--- src/rtl/ring_seq_monitor.sv ---
// ring_seq_monitor
// Receive-side checker for a one-hot ring-counter pattern (1->2->4->8->1 forward,
// or the reverse rotation). It samples the ring word, acquires lock in either
// direction, flywheels through isolated glitches, and counts laps and errors.
//
// Ports:
//   clk_2      - clock; all state changes on the rising edge
//   reset      - synchronous, active-high reset
//   din        - sampled ring word (NBITS_RING bits)
//   din_valid  - din is evaluated only when 1
//   clr_counts - synchronous clear of lap_count and err_count (wins over increments)
//   locked     - 1 in LOCKED or SLIP
//   dir        - 0 = forward (rotate-left), 1 = reverse (rotate-right); holds last value
//   err_pulse  - one-cycle pulse per detected error
//   lap_count  - completed laps while locked, saturating
//   err_count  - detected errors, saturating
//   expected   - next expected ring value (0 when not locked)
//   state      - SEARCH=0, ACQUIRE=1, LOCKED=2, SLIP=3
//
// Every output is registered and reflects a din_valid sample one cycle later.
module ring_seq_monitor #(
   parameter int NBITS_RING  = 4,
   parameter int NBITS_CNT   = 8,
   parameter int LOCK_LEN    = 4,
   parameter int UNLOCK_ERRS = 2
) (
   input  logic                  clk_2,
   input  logic                  reset,
   input  logic [NBITS_RING-1:0] din,
   input  logic                  din_valid,
   input  logic                  clr_counts,
   output logic                  locked,
   output logic                  dir,
   output logic                  err_pulse,
   output logic [NBITS_CNT-1:0]  lap_count,
   output logic [NBITS_CNT-1:0]  err_count,
   output logic [NBITS_RING-1:0] expected,
   output logic [1:0]            state
);

   localparam logic [1:0] ST_SEARCH  = 2'd0;
   localparam logic [1:0] ST_ACQUIRE = 2'd1;
   localparam logic [1:0] ST_LOCKED  = 2'd2;
   localparam logic [1:0] ST_SLIP    = 2'd3;

   localparam int RUN_W  = $clog2(LOCK_LEN + 1);
   localparam int MISS_W = $clog2(UNLOCK_ERRS + 1);
   localparam logic [RUN_W-1:0]     LOCK_LEN_C    = RUN_W'(LOCK_LEN);
   localparam logic [MISS_W-1:0]    UNLOCK_ERRS_C = MISS_W'(UNLOCK_ERRS);
   localparam logic [NBITS_CNT-1:0] CNT_MAX       = {NBITS_CNT{1'b1}};
   localparam logic [NBITS_RING-1:0] RING_LSB     = NBITS_RING'(1);
   localparam logic [NBITS_RING-1:0] RING_MSB     = RING_LSB << (NBITS_RING - 1);

   function automatic logic [NBITS_RING-1:0] rotl(input logic [NBITS_RING-1:0] x);
      return {x[NBITS_RING-2:0], x[NBITS_RING-1]};
   endfunction

   function automatic logic [NBITS_RING-1:0] rotr(input logic [NBITS_RING-1:0] x);
      return {x[0], x[NBITS_RING-1:1]};
   endfunction

   logic [1:0]            state_q, state_d;
   logic [NBITS_RING-1:0] prev_q, prev_d;
   logic [NBITS_RING-1:0] exp_q, exp_d;
   logic [RUN_W-1:0]      run_q, run_d;
   logic [MISS_W-1:0]     miss_q, miss_d, miss_next;
   logic                  dir_q, dir_d, acq_dir;
   logic                  err_pulse_q, err_hit, lap_hit;
   logic [NBITS_CNT-1:0]  lap_q, err_q;

   logic is_legal, is_stall, is_fwd, is_rev, is_match, is_move;
   logic [NBITS_RING-1:0] exp_adv, wrap_val;

   always_comb begin
      is_legal = (din != '0) && ((din & (din - 1'b1)) == '0);
      is_stall = (din == prev_q);
      is_fwd   = (din == rotl(prev_q));
      is_rev   = (din == rotr(prev_q));
      is_match = (din == exp_q);
      exp_adv  = dir_q ? rotr(exp_q) : rotl(exp_q);
      // A lap completes when the matched word is the wrap target of the direction.
      wrap_val = dir_q ? RING_MSB : RING_LSB;
      // First move of an acquisition picks the direction; later moves must follow it.
      acq_dir  = (run_q == '0) ? is_rev : dir_q;
      is_move  = (run_q == '0) ? (is_fwd || is_rev) : (dir_q ? is_rev : is_fwd);
      miss_next = (state_q == ST_LOCKED) ? MISS_W'(1) : miss_q + 1'b1;

      state_d = state_q;
      prev_d  = prev_q;
      exp_d   = exp_q;
      run_d   = run_q;
      miss_d  = miss_q;
      dir_d   = dir_q;
      err_hit = 1'b0;
      lap_hit = 1'b0;

      if (din_valid) begin
         case (state_q)
            ST_SEARCH: begin
               if (is_legal) begin
                  prev_d  = din;
                  run_d   = '0;
                  state_d = ST_ACQUIRE;
               end
            end
            ST_ACQUIRE: begin
               if (!is_legal) begin
                  run_d   = '0;
                  state_d = ST_SEARCH;
               end else if (is_stall) begin
                  // generator hold: nothing to learn
               end else if (is_move) begin
                  prev_d = din;
                  dir_d  = acq_dir;
                  if (run_q + 1'b1 == LOCK_LEN_C) begin
                     run_d   = '0;
                     miss_d  = '0;
                     exp_d   = acq_dir ? rotr(din) : rotl(din);
                     state_d = ST_LOCKED;
                  end else begin
                     run_d = run_q + 1'b1;
                  end
               end else begin
                  prev_d = din;
                  run_d  = '0;
               end
            end
            default: begin // ST_LOCKED, ST_SLIP
               if (is_legal && is_match) begin
                  prev_d  = din;
                  exp_d   = exp_adv;
                  miss_d  = '0;
                  lap_hit = (din == wrap_val);
                  state_d = ST_LOCKED;
               end else if (is_legal && is_stall) begin
                  // hold while locked is not an error
               end else if (is_legal) begin
                  // Flywheel: keep advancing the expectation so a single glitch
                  // re-synchronises on the following sample.
                  err_hit = 1'b1;
                  exp_d   = exp_adv;
                  miss_d  = miss_next;
                  state_d = ST_SLIP;
                  if (miss_next >= UNLOCK_ERRS_C) begin
                     exp_d   = '0;
                     miss_d  = '0;
                     state_d = ST_SEARCH;
                  end
               end else begin
                  err_hit = 1'b1;
                  exp_d   = '0;
                  miss_d  = '0;
                  state_d = ST_SEARCH;
               end
            end
         endcase
      end
   end

   always_ff @(posedge clk_2) begin
      if (reset) begin
         state_q     <= ST_SEARCH;
         prev_q      <= '0;
         exp_q       <= '0;
         run_q       <= '0;
         miss_q      <= '0;
         dir_q       <= 1'b0;
         err_pulse_q <= 1'b0;
         lap_q       <= '0;
         err_q       <= '0;
      end else begin
         state_q     <= state_d;
         prev_q      <= prev_d;
         exp_q       <= exp_d;
         run_q       <= run_d;
         miss_q      <= miss_d;
         dir_q       <= dir_d;
         err_pulse_q <= err_hit;
         if (clr_counts)
            lap_q <= '0;
         else if (lap_hit && lap_q != CNT_MAX)
            lap_q <= lap_q + 1'b1;
         if (clr_counts)
            err_q <= '0;
         else if (err_hit && err_q != CNT_MAX)
            err_q <= err_q + 1'b1;
      end
   end

   assign state     = state_q;
   assign locked    = state_q[1];
   assign dir       = dir_q;
   assign err_pulse = err_pulse_q;
   assign lap_count = lap_q;
   assign err_count = err_q;
   assign expected  = exp_q;

endmodule

--- config.mk ---
export PLATFORM = sky130hd
export DESIGN_NAME = ring_seq_monitor
export DESIGN_NICKNAME = d
export VERILOG_FILES = /design/src/rtl/ring_seq_monitor.sv
export SDC_FILE = /design/constraint.sdc
export NUM_CORES = 1
export LEC_CHECK = 0
export BUFFER_PORTS_ARGS = -buffer_cell sky130_fd_sc_hd__buf_2
export CORE_MARGIN = 4
export CORE_UTILIZATION = 51
export CTS_CLUSTER_SIZE = 20
export DETAILED_ROUTE_END_ITERATION = 12
export PLACE_DENSITY = 0.73
export SETUP_SLACK_MARGIN = 0.1
export SLEW_MARGIN = 10
export SYNTH_ARGS = -nofsm -noshare
export SYNTH_HDL_FRONTEND = slang
export SYNTH_SLANG_ARGS = --single-unit
--- constraint.sdc ---
create_clock -name clk_2 -period 1.9 [get_ports clk_2]
set_clock_uncertainty 0.05 [all_clocks]
set_input_delay 0.19 -clock clk_2 [delete_from_list [all_inputs] [get_ports clk_2]]
set_output_delay 0.19 -clock clk_2 [all_outputs]
set_load 0.02 [all_outputs]
==> summary.md <==
| Metric | Value |
|---|---|
| Largest delay share family, worst path | `simple AND/OR/NAND/NOR gates` |
| Initial antenna violation count | `0` |
| Ys Warns | `0` |
| Largest net degree at the start of global routing | `21` |
| Post-route ant nets | `0` |
| Status | `finished, violations left` |
| GRT overflow | `0` |
| CTS root buf | `clkbuf_8` |
| DRT Pass-1 Iters | `4` |
| Peak supply drop | `410 µV` |
| Clock Latency Late Sink | `280 ps` |
| Commonest cells after routing, fill and taps aside | `buf_4 (38), buf_2 (32), dfxtp_1 (24), nor2_1 (23), nand2_1 (14)` |
| Via Count | `2012` |
| Sequential area share after synthesis | `31.1%` |
| Critical path arrival | `2060 ps` |
| Final setup margin | `-60.6 ps` |
| Met3 GRT Util | `3.74%` |
| Internal power | `1.17 mW` |
| RePlAce Congestion | `0.817` |
| Residual DRC | `0` |
| Sw Ratio | `25.7%` |
| Initial Util | `53.0%` |
| Num CTS Buffers | `5` |
| Area grow syn2layout | `41.0%` |
| Vias in the first global route | `1907` |
| Core region area | `0.00400 mm²` |
| Hold Path Depth | `3` |
| Final setup violation count | `7` |
| CP endpoint kind | `flop` |
| Cell chain of the critical path | `xor2_2 -> nor4_4 -> or4b_4 -> buf_6 -> a31oi_2 -> a211oi_2` |
| Gate Count Post-Synth | `247` |
| Period utilization | `103%` |
| Post-DP Area | `0.00258 mm²` |
| Reg2reg start | `prev_q[1]$_SDFFE_PP0P_` |
| Met2 usage | `33.5%` |
| Post-synth cell types | `50` |
| Slowest cell on the critical path | `or4b_4` |
| Hold Crit Start | `clr_counts` |
| Max Cap Viol | `0` |
| Crit-path max cell delay | `510 ps` |
| Post-DP HPWL | `3.65 mm` |
| Relative slew margins | `63.5%` |
| Min Hold Slack | `154 ps` |
| Pwr dens | `527 mW/mm²` |
| Via density | `5.56` |
| Clock buffer depth | `2` |
| Worst hold path type | `in2reg` |
| Top cell type's share of synthesized area | `31.1%` |
| Final wirelength | `5.51 mm` |
| Achievable Freq | `0.510 GHz` |
| Levels on crit path | `6` |
| Clk pwr share | `40.1%` |
| Failing checks | `setup timing` |
| Comb power frac | `15.5%` |
| Slew @ Worst Pin | `544 ps` |
| Dpl ws | `-158 ps` |
| Synth top area cells | `dfxtp_1 (31%), xor2_1 (8.3%), mux2i_1 (6.1%), nor2_1 (4.2%), ha_1 (3.5%)` |
| Crit path from | `prev_q[1]$_SDFFE_PP0P_` |
| Layout cells sized above 1 | `44.6%` |
| Non-filler cells, final | `362` |
| IO Pins | `33` |
| Port bufs | `32` |
| Cts hold-fix bufs | `0` |
| Final hold viol count | `0` |
| DIE AREA | `0.00526 mm²` |
| R2R depth | `6` |
| Flop pwr share | `44.4%` |
| CP max FO | `5` |
| Synth async-reset ratio | `0%` |
| Grt peak-use layer | `met2` |
| NumNets Final | `325` |
| Crit path kind | `reg2reg` |
| Yosys top cell by area | `dfxtp_1` |
| Fin crit period | `1960 ps` |
| Synth Register Bits | `33` |
| Worst-path clk slew | `60 ps` |
| Slew Viols, Final | `0` |
| Worst Path Buf+Inv | `1` |
| Worst setup SP type | `flop` |
| Grt met1 use | `28.2%` |
| Die H | `72.5 µm` |
| First-pass GRT wire length | `8.78 mm` |
| Most common cell after layout, fill and taps aside | `buf_4` |
| Row cnt | `23` |
| TritonCTS clock tree | `built` |
| Ys flop type | `dfxtp_1` |
| Mapped cell area | `0.00212 mm²` |
| Diode count | `0` |
| CP required | `2000 ps` |
| Placed insts | `349` |
| CTS H-Tree Depth | `2` |
| Tot Pwr | `1.58 mW` |
| Total track usage | `21.0%` |
| # clock sinks | `33` |
| Avg Synthesized Cell Area | `8.59 µm²` |
| First DRT Iteration DRCs | `140` |
| Post-Syn Nets | `261` |
| Die width | `72.5 µm` |
| Reported net switching power | `0.406 mW` |
| Leakage | `1.19 nW` |
| Detailed-route wire length per cell | `15.2 µm` |
| RSZ-0062 raised after global routing | `true` |
| Post-Layout Inst Area | `0.00299 mm²` |
| Post-synth EDFFs | `0` |
metrics by stage:
| stage | setup TNS [ps] | util, % |
|---|---|---|
| floorplan | -12.9 | - |
| global placement | -829 | 64.4 |
| detailed placement | -1490 | 64.4 |
| CTS | -106 | 71.1 |
| global route | -1070 | 74.8 |
| finish | -234 | 74.8 |
path summary, 6_finish.rpt:
| path | slack, ps | end |
|---|---|---|
| worst max-delay path | -60 | expected[2]$_SDFFE_PP0P_ |
| worst min-delay path | 150 | err_count[6]$_SDFFE_PP0P_ |
| worst max register to register | -60 | expected[2]$_SDFFE_PP0P_ |
| worst min register to register | 440 | err_count[6]$_SDFFE_PP0P_ |
area by class of cell:
type	count	area, µm²
clock buffers	8	111
fillers	285	1010
inverters	8	30.0
multi-input cells	189	1610
flip-flops and latches	33	684
well taps	50	62.6
repair buffers	74	490
power groups by stage:
stage,registers [mW],clock network (mW),logic (mW)
2_1_floorplan,0.716,0,0.136
3_3_place_gp,0.715,0,0.187
3_5_place_dp,0.715,0,0.193
4_1_cts,0.699,0.643,0.217
5_1_grt,0.701,0.674,0.263
6_report,0.701,0.632,0.244
worst min-delay path, cell delays in order:
cell     delay (ps)
buf_2           100
or3_1           100
mux2i_1          50
cell families (layout without fill, tap and decap cells):
kind of cell	Yosys count	after routing	synth area share, %
simple gates	94	94	25.5
compound gates	44	44	13.9
flops	33	33	31.1
xor+xnor	28	28	11.9
buf+inv	25	90	5.84
mux	17	17	8.25
fa+ha+maj	6	6	3.54
cells in the mapped netlist, types with 2 or more instances:
cell type  number
a211oi_1        5
a21oi_1        14
a31oi_1         4
and3_1          7
buf_2           3
buf_4           3
buf_6           2
clkbuf_1        8
dfxtp_1        33
ha_1            6
inv_1           8
mux2_2          4
mux2i_1        13
nand2_1        15
nand2_2         2
nand2b_1        4
nand3_1         6
nand4_1        10
nor2_1         24
nor3_1          2
nor4_1          6
nor4_4          2
nor4b_2         2
o2111a_1        2
o21a_1          2
o21ai_0         7
o22ai_1         2
or3_1           4
xnor2_1         7
xor2_1         20
what timing repair did:
action,4_1_cts,5_1_grt
setup buffers,3,2
endpoints found under the setup margin,25,31
pin swaps,9,13
gates resized for setup,28,23
flip-flops by register name (all words and copies together), names as in the netlist:
| register | flops |
|---|---|
| miss_q | 2 |
| run_q | 3 |
| lap_count | 8 |
| expected | 4 |
| prev_q | 4 |
| state | 2 |
| err_count | 8 |
| err_pulse | 1 |
| dir | 1 |
per-layer routing:
metal,vias to the layer above,wire length (µm)
met2,54,2700
met1,951,2490
met4,0,52
met3,7,271
li1,1000,-
met5,-,0
Note: power is estimated with default switching activity, not from simulation.
